--- src/rtl/round_encrypt.sv ---
// One SPECK encryption round, computed over five sequenced cycles.
// A level start/finished handshake lets a round controller step it once per round.
module round_encrypt #(
    parameter int BLOCK_SIZE     = 16,
    parameter int SHIFT_WIDTH_P0 = 7,
    parameter int SHIFT_WIDTH_P1 = 2,
    parameter int KEY_SIZE       = 2 * BLOCK_SIZE
) (
    input  logic                  clk,
    input  logic                  rst_n,
    input  logic [BLOCK_SIZE-1:0] subkey,
    input  logic [KEY_SIZE-1:0]   plaintext,
    input  logic                  signal_start,
    output logic [KEY_SIZE-1:0]   ciphertext,
    output logic                  finished,
    output logic [3:0]            state_response
);

    typedef enum logic [3:0] {
        S_IDLE   = 4'd0,
        S_ROT    = 4'd1,
        S_ADD    = 4'd2,
        S_XOR_K  = 4'd3,
        S_XOR_P1 = 4'd4,
        S_OUT    = 4'd5,
        S_DONE   = 4'd6
    } state_t;

    state_t                r_state;
    state_t                w_nextState;
    logic [BLOCK_SIZE-1:0] r_p0;
    logic [BLOCK_SIZE-1:0] r_p1;
    logic [BLOCK_SIZE-1:0] r_k;
    logic [KEY_SIZE-1:0]   r_ciphertext;
    logic                  r_finished;
    logic [BLOCK_SIZE-1:0] w_p0Ror;
    logic [BLOCK_SIZE-1:0] w_p1Rol;

    assign w_p0Ror = (r_p0 >> SHIFT_WIDTH_P0) | (r_p0 << (BLOCK_SIZE - SHIFT_WIDTH_P0));
    assign w_p1Rol = (r_p1 << SHIFT_WIDTH_P1) | (r_p1 >> (BLOCK_SIZE - SHIFT_WIDTH_P1));

    always_ff @(posedge clk) begin
        if (!rst_n) begin
            r_state <= S_IDLE;
        end else begin
            r_state <= w_nextState;
        end
    end

    // The compute steps advance unconditionally; only IDLE and DONE watch the start level.
    always_comb begin
        w_nextState = S_IDLE;
        case (r_state)
            S_IDLE:   w_nextState = signal_start ? S_ROT : S_IDLE;
            S_ROT:    w_nextState = S_ADD;
            S_ADD:    w_nextState = S_XOR_K;
            S_XOR_K:  w_nextState = S_XOR_P1;
            S_XOR_P1: w_nextState = S_OUT;
            S_OUT:    w_nextState = S_DONE;
            S_DONE:   w_nextState = signal_start ? S_DONE : S_IDLE;
            default:  w_nextState = S_IDLE;
        endcase
    end

    always_ff @(posedge clk) begin
        if (!rst_n) begin
            r_p0         <= '0;
            r_p1         <= '0;
            r_k          <= '0;
            r_ciphertext <= '0;
            r_finished   <= 1'b0;
        end else begin
            case (r_state)
                S_IDLE: begin
                    r_finished <= 1'b0;
                    if (signal_start) begin
                        r_p0 <= plaintext[BLOCK_SIZE-1:0];
                        r_p1 <= plaintext[KEY_SIZE-1:BLOCK_SIZE];
                        r_k  <= subkey;
                    end
                end
                S_ROT: begin
                    r_p0 <= w_p0Ror;
                end
                S_ADD: begin
                    r_p0 <= r_p0 + r_p1;
                    r_p1 <= w_p1Rol;
                end
                S_XOR_K: begin
                    r_p0 <= r_p0 ^ r_k;
                end
                S_XOR_P1: begin
                    r_p1 <= r_p1 ^ r_p0;
                end
                S_OUT: begin
                    r_ciphertext <= {r_p1, r_p0};
                    r_finished   <= 1'b1;
                end
                S_DONE: begin
                    if (!signal_start) begin
                        r_finished <= 1'b0;
                    end
                end
                default: begin
                    r_finished <= 1'b0;
                end
            endcase
        end
    end

    assign ciphertext     = r_ciphertext;
    assign finished       = r_finished;
    assign state_response = r_state;

endmodule

--- config.mk ---
export PLATFORM = sky130hd
export DESIGN_NAME = round_encrypt
export DESIGN_NICKNAME = d
export VERILOG_FILES = /design/src/rtl/round_encrypt.sv
export SDC_FILE = /design/constraint.sdc
export NUM_CORES = 1
export LEC_CHECK = 0
export BUFFER_PORTS_ARGS = -buffer_cell sky130_fd_sc_hd__buf_2
export CORE_ASPECT_RATIO = 0.75
export CORE_MARGIN = 5
export CORE_UTILIZATION = 24
export DETAILED_ROUTE_END_ITERATION = 6
export PLACE_DENSITY = 0.38
export SYNTH_ARGS = -nofsm -noshare
export SYNTH_HDL_FRONTEND = slang
export SYNTH_SLANG_ARGS = --single-unit
--- constraint.sdc ---
create_clock -name clk -period 2.7 [get_ports clk]
set_input_delay 0.405 -clock clk [delete_from_list [all_inputs] [get_ports clk]]
set_output_delay 0.405 -clock clk [all_outputs]
set_load 0.005 [all_outputs]
==> flow_metrics.py <==
metrics = {
    "setup_path": {
        "cp-end-kind": "register",
        "crit_family": "compound AO/OA/AOI/OAI gates",
        "crit_arrival_ns": 2.64,
        "worst-path-buf-inv": 1,
        "cpMaxStageDelayCell": "dfxtp_1",
        "worstPathMaxFanout": 5,
        "path_cells": "ha_1, inv_1, fa_1, nor2b_1, o21ai_2, o21ai_2, a31oi_4, o31ai_1, o221ai_1",
        "slowest_delay_ns": 0.44,
        "cpMostUsedCell": "o21ai_2",
        "required_ns": 2.92,
        "crit_type": "register to register",
        "critPathLaunchType": "register",
    },
    "clocking": {
        "holdBufCountCts": 0,
        "clkTransAtPathRegs_ns": 0.07,
        "cts.sinks": 84,
        "h-tree-depth": 3,
        "cts_resized": 0,
        "clk_path_buf_depth": 2,
        "cts_made_buffers": 9,
        "cts_root_buf": "clkbuf_16",
        "post_cts_buffers": 0,
        "cts_tree": "done",
        "clock_latency_ns": 0.35,
    },
    "routing": {
        "vias": 4390,
        "drtAntennaViolNets": 0,
        "drt_wl_total_mm": 16.3,
        "wl_per_cell_um": 18.0,
        "drcViolationCount": 0,
        "dr.pass1.iters": 4,
        "viasPerCell": 4.86,
        "initialDrtViolationCount": 309,
    },
    "sta": {
        "fin_crit_sh_pct": 89.5,
        "rsz0062_at_grt": "no",
        "finalMaxSlewViolations": 0,
        "tightest_slew_ns": 0.932,
        "fmax_mhz": 414,
        "setup_slack_ns": 0.284,
        "fin_tns_setup_ns": 0,
        "slew_headroom_pct": 37.8,
        "period_needed_ns": 2.42,
        "hold_violations": 0,
        "setup_viol": 0,
        "whs_ns": 0.288,
        "clock_skew_ns": 0.00563,
    },
    "floorplanning": {
        "fp.dieArea_um2": 21600,
        "die_w_um": 168,
        "start_util_pct": 24.3,
        "core_area_um2": 18500,
        "row_count": 43,
        "io_pins": 88,
        "die_h_um": 128,
    },
    "place": {
        "dp_slack_ns": 0.332,
        "place_congestion": 0.826,
        "dp_hpwl_mm": 12.7,
        "numPortBuffers": 86,
    },
    "global_route": {
        "grt-ovfl-total": 0,
        "antenna_found_initial": 0,
        "grt_pass1_vias": 4448,
        "grt_pass1_wl_mm": 25.6,
        "grt_use_total_pct": 15.3,
        "grt_start_max_net_pins": 31,
    },
    "cells_and_area": {
        "areaGrowthSynthToFinish_pct": 23.0,
        "final_common_cell": "nand2_1",
        "fillCellCount": 2056,
        "mostFrequentLayoutCells": "nand2_1, a21oi_1, buf_2",
        "insertedDiodeCount": 0,
        "drive_gt1_share_pct": 22.1,
        "layout.nets": 719,
    },
    "yosys": {
        "syn-num-nets": 639,
        "syn_area_per_cell_um2": 7.84,
        "netlist_area_um2": 4490,
        "ys_types": 58,
        "yosysSeqAreaShare_pct": 37.5,
        "synth-edff-count": 0,
        "synth_ff_type": "dfxtp_1",
        "synthArstFlopShare_pct": 0,
        "ys_ff_latch": 84,
        "yosysWarnings": 0,
        "synthCells": 572,
    },
    "worst_hold_path": {
        "hold_class": "input port to register",
    },
    "job": {
        "cap_viol_max_count": 0,
    },
    "pwr": {
        "p_per_area_nw_per_um2": 647,
        "power_mw": 3.57,
        "irDropWorstVdd_uv": 245,
        "leakagePower_nw": 2.22,
    },
    "run_status": {
        "outcome": "completed",
    },
}
registers in the layout (all words and copies together) (netlist names):
register        cells
ciphertext         32
finished            1
r_k                16
r_p0               16
r_p1               16
state_response      3
cells by family after synthesis:
| logic type | synth area share (%) |
|---|---|
| xor gates and xnor gates | 5.08 |
| buffers and inverters | 4.77 |
| AOI/OAI and AO/OA | 28.7 |
| and+or+nand+nor | 17.3 |
| other | 0.0836 |
| adders and majority gates | 4.63 |
| muxes | 1.95 |
| DFF | 37.5 |
through the flow:
| stage | cells | instance area (um2) | util [%] |
|---|---|---|---|
| 2_1_floorplan | 572 | 4490 | - |
| 3_3_place_gp | 888 | 5230 | 28.3 |
| 3_5_place_dp | 888 | 5230 | 28.3 |
| 4_1_cts | 904 | 5520 | 29.9 |
| 5_1_grt | 904 | 5520 | 29.9 |
| 6_report | 904 | 5520 | 29.9 |
report_power, final:
part           internal [mW]  leakage (nW)  total [mW]  switching (mW)
Combinational          0.355          1.40       0.886           0.531
Clock                  0.638         0.133        1.20           0.566
Sequential              1.34         0.687        1.48           0.142
Total                   2.33          2.22        3.57            1.24
worst reg2reg max path, stage by stage, from the launching register on:
cell and delay [ns]:
dfxtp_1 0.44, ha_1 0.25, inv_1 0.07, fa_1 0.40, nor2b_1 0.15, o21ai_2 0.08
o21ai_2 0.21, a31oi_4 0.16, o31ai_1 0.35, o221ai_1 0.17
worst paths after layout:
path / startpoint / end / slack [ns] / cells after the start
setup / recovery: r_p0[0] / r_p0[14] / 0.28 / 9
hold / removal: subkey[13] / r_k[13] / 0.29 / 3
setup reg to reg: r_p0[0] / r_p0[14] / 0.28 / 9
hold reg to reg: ciphertext[1] / ciphertext[1] / 0.45 / 2
Yosys cell counts (7+ instances only):
master,n,area share [%]
nand2_1,114,9.5
a21oi_1,86,9.6
dfxtp_1,84,37
o21ai_0,44,4.9
nor2_1,25,2.1
clkbuf_1,24,2.0
a22oi_1,17,2.8
buf_2,15,1.7
ha_1,15,4.2
xor2_1,14,2.7
nand3_1,13,1.5
xnor2_1,12,2.3
a211oi_1,9,1.5
inv_1,8,0.67
a21o_1,7,1.2
nor2b_1,7,0.98
o211ai_1,7,1.2
o21ai_1,7,0.78
final cells by class:
class | count | area [um2] | share of cell area, %
Multi-Input combinational cell | 438 | 2590 | 47.0
Inverter | 8 | 30.0 | 0.544
Tap cell | 247 | 309 | 5.60
Clock buffer | 9 | 225 | 4.08
Sequential cell | 84 | 1680 | 30.5
Clock inverter | 7 | 58.8 | 1.07
Timing Repair Buffer | 111 | 618 | 11.2
routing by layer:
metal / routed length, um / part of all wire [%] / track usage (%) / vias to the layer above
met4: 197 / 1.2 / 3.34 / 0
met3: 884 / 5.4 / 3.69 / 17
li1: - / - / - / 2184
met5: 0 / 0 / 0 / -
met2: 6930 / 43 / 23.0 / 101
met1: 8290 / 51 / 22.4 / 2088
Power figures use the tool's default switching activity.
